===== src/rtl/serializer_stream.sv =====
// Word-to-bit serializer behind a small {data,len} FIFO; first bit valid one edge after the word is
// accepted into an empty block; ser_rdy_i low freezes the serial outputs, data_rdy_o drops only when full.
module serializer_stream #(
    parameter int DATA_BUS_WIDTH = 16,
    parameter int DATA_MOD_WIDTH = 4,
    parameter int FIFO_DEPTH     = 4,
    parameter bit MSB_FIRST      = 1'b1,
    parameter int MIN_LEN        = 3
) (
    input  logic                          clk_i,
    input  logic                          rst_n_i,
    input  logic [DATA_BUS_WIDTH-1:0]     data_i,
    input  logic [DATA_MOD_WIDTH-1:0]     data_mod_i,
    input  logic                          data_val_i,
    output logic                          data_rdy_o,
    output logic                          ser_data_o,
    output logic                          ser_data_val_o,
    output logic                          ser_last_o,
    input  logic                          ser_rdy_i,
    output logic                          busy_o,
    output logic                          drop_o,
    output logic [$clog2(FIFO_DEPTH):0]   fifo_cnt_o
);

    localparam int W  = DATA_BUS_WIDTH;
    localparam int LW = DATA_MOD_WIDTH + 1;
    localparam int AW = $clog2(FIFO_DEPTH);
    localparam int CW = AW + 1;
    localparam logic [LW-1:0] FULL_LEN  = LW'(W);
    localparam logic [LW-1:0] MIN_LEN_V = LW'(MIN_LEN);
    localparam logic [CW-1:0] FULL_CNT  = CW'(FIFO_DEPTH);

    typedef enum logic {IDLE = 1'b0, SHIFT = 1'b1} state_t;

    typedef struct packed {
        logic [W-1:0]  dat;
        logic [LW-1:0] len;
    } entry_t;

    state_t        state_q, state_d;
    entry_t        mem_q [FIFO_DEPTH];
    entry_t        wr_entry;
    entry_t        rd_entry;
    logic [AW-1:0] wr_ptr_q, wr_ptr_d;
    logic [AW-1:0] rd_ptr_q, rd_ptr_d;
    logic [CW-1:0] fifo_cnt_q, fifo_cnt_d;
    logic [W-1:0]  sreg_q, sreg_d;
    logic [LW-1:0] bit_cnt_q, bit_cnt_d;
    logic          drop_q, drop_d;
    logic          alive_q, alive_d;
    logic [LW-1:0] in_len;
    logic          accept, short_frame, wr_en, pop, fifo_empty, last_bit;

    // alive_q keeps data_rdy_o low through reset and the first edge after release
    assign alive_d    = 1'b1;
    assign fifo_empty = (fifo_cnt_q == '0);
    assign rd_entry   = mem_q[rd_ptr_q];
    assign data_rdy_o = alive_q & (fifo_cnt_q != FULL_CNT);
    assign fifo_cnt_o = fifo_cnt_q;
    assign drop_o     = drop_q;

    always_comb begin
        in_len       = (data_mod_i == '0) ? FULL_LEN : {1'b0, data_mod_i};
        short_frame  = (in_len < MIN_LEN_V);
        accept       = data_val_i & data_rdy_o;
        wr_en        = accept & ~short_frame;
        drop_d       = accept & short_frame;
        wr_entry.dat = data_i;
        wr_entry.len = in_len;
        wr_ptr_d     = wr_en ? wr_ptr_q + AW'(1) : wr_ptr_q;
        rd_ptr_d     = pop   ? rd_ptr_q + AW'(1) : rd_ptr_q;
        fifo_cnt_d   = fifo_cnt_q;
        case ({wr_en, pop})
            2'b10:   fifo_cnt_d = fifo_cnt_q + CW'(1);
            2'b01:   fifo_cnt_d = fifo_cnt_q - CW'(1);
            default: fifo_cnt_d = fifo_cnt_q;
        endcase
    end

    always_ff @(posedge clk_i or negedge rst_n_i) begin
        if (!rst_n_i) begin
            state_q <= IDLE;
        end else begin
            state_q <= state_d;
        end
    end

    always_comb begin
        state_d = state_q;
        case (state_q)
            IDLE:    if (!fifo_empty) state_d = SHIFT;
            SHIFT:   if (ser_rdy_i && last_bit && fifo_empty) state_d = IDLE;
            default: state_d = IDLE;
        endcase
    end

    // A frame's last bit and the next frame's load share one edge, so frames abut without a gap
    always_comb begin
        last_bit  = (state_q == SHIFT) && (bit_cnt_q == '0);
        pop       = !fifo_empty && ((state_q == IDLE) || (ser_rdy_i && last_bit));
        sreg_d    = sreg_q;
        bit_cnt_d = bit_cnt_q;
        if (pop) begin
            sreg_d    = rd_entry.dat;
            bit_cnt_d = rd_entry.len - LW'(1);
        end else if ((state_q == SHIFT) && ser_rdy_i) begin
            if (last_bit) begin
                sreg_d    = '0;
                bit_cnt_d = '0;
            end else begin
                sreg_d    = MSB_FIRST ? (sreg_q << 1) : (sreg_q >> 1);
                bit_cnt_d = bit_cnt_q - LW'(1);
            end
        end
        ser_data_val_o = (state_q == SHIFT);
        ser_last_o     = last_bit;
        ser_data_o     = ser_data_val_o & (MSB_FIRST ? sreg_q[W-1] : sreg_q[0]);
        busy_o         = ser_data_val_o | !fifo_empty;
    end

    always_ff @(posedge clk_i or negedge rst_n_i) begin
        if (!rst_n_i) begin
            wr_ptr_q   <= '0;
            rd_ptr_q   <= '0;
            fifo_cnt_q <= '0;
            sreg_q     <= '0;
            bit_cnt_q  <= '0;
            drop_q     <= 1'b0;
            alive_q    <= 1'b0;
        end else begin
            wr_ptr_q   <= wr_ptr_d;
            rd_ptr_q   <= rd_ptr_d;
            fifo_cnt_q <= fifo_cnt_d;
            sreg_q     <= sreg_d;
            bit_cnt_q  <= bit_cnt_d;
            drop_q     <= drop_d;
            alive_q    <= alive_d;
        end
    end

    always_ff @(posedge clk_i) begin
        if (wr_en) begin
            mem_q[wr_ptr_q] <= wr_entry;
        end
    end

endmodule

===== config.mk =====
export PLATFORM = sky130hd
export DESIGN_NAME = serializer_stream
export DESIGN_NICKNAME = d
export VERILOG_FILES = /design/src/rtl/serializer_stream.sv
export SDC_FILE = /design/constraint.sdc
export NUM_CORES = 1
export LEC_CHECK = 0
export CORE_MARGIN = 2
export CORE_UTILIZATION = 25
export DETAILED_ROUTE_END_ITERATION = 12
export HOLD_SLACK_MARGIN = 0.12
export SYNTH_ARGS = -nofsm -noshare
export SYNTH_HDL_FRONTEND = slang
export SYNTH_SLANG_ARGS = --single-unit

===== constraint.sdc =====
create_clock -name clk_i -period 2.4 [get_ports clk_i]
set_input_delay 0.48 -clock clk_i [delete_from_list [all_inputs] [get_ports clk_i]]
set_output_delay 0.48 -clock clk_i [all_outputs]
set_load 0.03 [all_outputs]

==> qor.tcl <==
set qor(status) {completed}
set qor(x_dimension_of_the_die_um) 142.7
set qor(vias_in_the_first_global_route) 2908
set qor(fin_util) 0.3283
set qor(count_of_cell_types_in_the_netlist) 47
set qor(global_route.usage.total) 0.1033
set qor(cts_max_path_buffers) 2
set qor(io_buffer_count) 32
set qor(grt_max_degree) 32
set qor(detail_route.first_pass.iterations) 4
set qor(postSynth.asyncResetShare) 0.2696
set qor(num-fill-cells) 1805
set qor(num_rows) 50
set qor(dr_total_vias) 2704
set qor(starting_density) 0.2561
set qor(critical-path-slowest-cell) {sky130_fd_sc_hd__mux4_1}
set qor(share_comb_of_total_power) 0.234
set qor(fin_ws_ps) 90.20
set qor(finalSetupViolations) 0
set qor(core_um2) 18770
set qor(layout-drive-gt1-share) 0.2410
set qor(detail_route.wirelength_um) 9468
set qor(powerDensity_nw_per_um2) 1101
set qor(grt.met1_usage) 0.1324
set qor(p_switching_mw) 1.847
set qor(r2r_path_end) {bit_cnt_q[4]$_DFFE_PN0P_}
set qor(critical_path.endpoint_type) {flip-flop}
set qor(seq_power_share) 0.399
set qor(detail_route.iter0.violations) 186
set qor(worst_setup_slack_before_clock_tree_synthesis_ps) -248.4
set qor(fin_skew_ps) 5.258
set qor(tritoncts) {yes}
set qor(fp.dieH_um) 142.7
set qor(number_of_nets_produced_by_synthesis) 322
set qor(h_tree_levels) 4
set qor(synth.yosys.warnings) 0
set qor(p_sw_frac) 0.2722
set qor(gr-usage-met2) 0.1597
set qor(synthCells) 289
set qor(max_cap_viol_count) 0
set qor(hold_path.class) {input pin to async pin}
set qor(reg2reg_depth) 6
set qor(total_leakage_power_nw) 2.160
set qor(post_synth.cell_area_avg_um2) 16.63
set qor(clk_pin_slew_ps) 50
set qor(critPathArrivalTime_ps) 2620
set qor(clk_latency_ps) 400
set qor(setup.worst_path.class) {flip-flop to flip-flop}
set qor(dpl.hpwl_um) 6233
set qor(final_antenna_net_count) 0
set qor(critical_path.reg2reg.startpoint) {rd_ptr_q[0]$_DFFE_PN0N_}
set qor(power.ir.vdd_worst_v) 0.0005415
set qor(synth_flop_cell) {sky130_fd_sc_hd__edfxtp_1}
set qor(met3_usage) 0.03421
set qor(synth.cell_area_um2) 4806
set qor(postCtsSetupBuffers) 0
set qor(number_of_pins_with_negative_max_slew_slack_in_the_final_report) 0
set qor(dieArea_um2) 20350
set qor(timing.critical_path.slowest_cell_delay_ps) 600
set qor(place.gp.congestion) 0.7595
set qor(crit_fanout) 4
set qor(required_ps) 2710
set qor(grt_setup_unrepaired) {false}
set qor(clock_power_frac) 0.367
set qor(clock-root-buffer) {sky130_fd_sc_hd__clkbuf_16}
set qor(post-route-period-util) 0.9624
set qor(crit_chain) {mux4_1 -> inv_1 -> ha_1 -> or3b_1 -> or4_1 -> o2111ai_1}
set qor(synth_sequential_area_ratio) 0.6863
set qor(tritoncts.num_buffers) 17
set qor(finalCriticalPeriod_ps) 2310
set qor(routedWlPerCell_um) 15.91
set qor(slew_headroom) 0.5723
set qor(worst_tran_pin_value_ps) 641.6
set qor(setup.worst_path.start_class) {flip-flop}
set qor(grt-busiest-layer) {met2}
set qor(n_antenna_cell) 0
set qor(edff_count_synth) 84
set qor(grt_pass1_wl_um) 15690
set qor(p_int_mw) 4.938
set qor(postSynthRegisterBits) 115
set qor(nNetsFinal) 381
set qor(grt_remaining_overflow) 0
set qor(max_freq_mhz) 432.9
set qor(grt_antenna_before_repair) 0
set qor(detailed_route_vias_per_instance) 4.545
set qor(setup.reg_to_reg.worst_slack_ps) 90
set qor(hold_violations) 0
set qor(boundaryPins) 33
set qor(synthToLayoutAreaGrowth_pct) 28.20
set qor(drc_errors) 0
set qor(cts_sinks) 115
==> metrics by stage <==
stage | TNS, ps | cell area (um^2) | cells | hold WS (ps) | total power [mW]
2_1_floorplan | 0 | 4822 | 289 | 184.4 | 3.790
3_3_place_gp | -840.5 | 5572 | 563 | 464.5 | 4.296
3_5_place_dp | -1799 | 5572 | 563 | 472.9 | 4.336
4_1_cts | 0 | 6167 | 595 | 487.0 | 6.847
5_1_grt | 0 | 6161 | 595 | 508.7 | 7.170
6_report | 0 | 6161 | 595 | 482.5 | 6.785
==> sequential cells by signal (all words and copies together) (netlist names) <==
register        count
alive_q             1
bit_cnt_q           5
drop_o              1
fifo_cnt_o          3
mem_q              84
rd_ptr_q            2
ser_data_val_o      1
sreg_q             16
wr_ptr_q            2
==> power groups by stage <==
stage / clock network [mW] / logic [mW] / registers [mW]
floorplan: 0 / 1.09 / 2.70
global placement: 0 / 1.57 / 2.72
detailed placement: 0 / 1.61 / 2.73
CTS: 2.54 / 1.61 / 2.70
global route: 2.65 / 1.77 / 2.74
finish: 2.49 / 1.59 / 2.71
==> cell usage in the layout (no fill, tap or decap), types with 4 or more instances in the layout <==
master,n
sky130_fd_sc_hd__edfxtp_1,84
sky130_fd_sc_hd__clkdlybuf4s50_1,30
sky130_fd_sc_hd__dfrtp_1,28
sky130_fd_sc_hd__nand2_1,25
sky130_fd_sc_hd__buf_4,24
sky130_fd_sc_hd__mux4_2,19
sky130_fd_sc_hd__clkbuf_16,17
sky130_fd_sc_hd__o21ai_0,16
sky130_fd_sc_hd__a32oi_1,15
sky130_fd_sc_hd__inv_1,8
sky130_fd_sc_hd__xnor2_1,7
sky130_fd_sc_hd__ha_1,7
sky130_fd_sc_hd__and2_1,6
sky130_fd_sc_hd__buf_12,5
sky130_fd_sc_hd__or3_1,4
sky130_fd_sc_hd__nor2_1,4
==> cell usage after synthesis (2+ instances only) <==
master                      n  area (um^2)
sky130_fd_sc_hd__o22ai_1    2        12.51
sky130_fd_sc_hd__o221ai_1   2        17.52
sky130_fd_sc_hd__o211ai_1   2        15.01
sky130_fd_sc_hd__nor2_1     4        15.01
sky130_fd_sc_hd__and2_1     6        37.54
sky130_fd_sc_hd__or4_1      2        15.01
sky130_fd_sc_hd__buf_6      3        33.78
sky130_fd_sc_hd__nor3_1     2        10.01
sky130_fd_sc_hd__nand3_1    3        15.01
sky130_fd_sc_hd__xnor2_1    7        61.31
sky130_fd_sc_hd__mux2_2     2        22.52
sky130_fd_sc_hd__buf_2      2        10.01
sky130_fd_sc_hd__nand2b_1   2        12.51
sky130_fd_sc_hd__edfxtp_1  84         2522
sky130_fd_sc_hd__o21ai_0   16        80.08
sky130_fd_sc_hd__dfrtp_1   31        775.7
sky130_fd_sc_hd__clkbuf_8   3        41.29
sky130_fd_sc_hd__inv_1      9        33.78
sky130_fd_sc_hd__mux4_2    18        405.4
sky130_fd_sc_hd__a32oi_1   15        131.4
sky130_fd_sc_hd__xor2_1     2        17.52
sky130_fd_sc_hd__clkbuf_1  11        41.29
sky130_fd_sc_hd__nand2_1   25        93.84
sky130_fd_sc_hd__ha_1       8        100.1
sky130_fd_sc_hd__or3_1      4        25.02
sky130_fd_sc_hd__mux4_1     3        78.83
==> worst max-delay path by stage <==
stage	startpoint	endpoint	slack, ps	depth (start not counted)
after global placement	data_mod_i[1]	fifo_cnt_o[1]$_DFFE_PN0P_	-230	8
final	rd_ptr_q[0]$_DFFE_PN0N_	bit_cnt_q[4]$_DFFE_PN0P_	90	6
after floorplan	bit_cnt_q[3]$_DFFE_PN0P_	fifo_cnt_o[1]$_DFFE_PN0P_	20	8
after global routing	rd_ptr_q[0]$_DFFE_PN0N_	bit_cnt_q[4]$_DFFE_PN0P_	7	6
after CTS	bit_cnt_q[3]$_DFFE_PN0P_	ser_last_o	10	3
after detailed placement	data_mod_i[0]	fifo_cnt_o[1]$_DFFE_PN0P_	-250	8
==> worst max-delay path, delay by kind of cell (launching register included) <==
kind,cells,cell delay (ps)
mux,1,600
buf+inv,1,90
fa+ha+maj,1,150
simple gates,2,850
compound gates,1,100
flops,1,430
==> kinds of logic (layout without fill, tap and decap cells) <==
| logic type | count (synthesis) | after routing | share of synthesized area |
|---|---|---|---|
| adders and majority gates | 9 | 9 | 0.02499 |
| DFF | 115 | 115 | 0.6863 |
| and+or+nand+nor | 54 | 54 | 0.05624 |
| other | 1 | 1 | 0.0007803 |
| xor gates and xnor gates | 9 | 9 | 0.01640 |
| buffers and inverters | 30 | 102 | 0.03697 |
| AOI/OAI and AO/OA | 48 | 48 | 0.07290 |
| muxes | 23 | 23 | 0.1054 |
==> cell type report <==
cell class              instances  area [um^2]  share of cell area
clock inverters                10        133.9             0.02173
repair buffers                 61        594.3             0.09647
inverters                       9        33.78            0.005483
flip-flops and latches        115         3302              0.5359
multi-input cells             144         1340              0.2175
clock buffers                  22        464.2             0.07535
well taps                     234        292.8             0.04752
==> metal layers <==
metal  routed length (um)  up-vias
met1                 4362     1378
met5                    0        -
met4                  187        0
met2                 4486       60
li1                     -     1249
met3                  432       17
==> timing repair <==
item | 4_1_cts | 5_1_grt
gates resized for setup | 2 | 4
hold buffers | 0 | 0
setup endpoints to repair | 2 | 2
(Power assumes the default switching activity.)
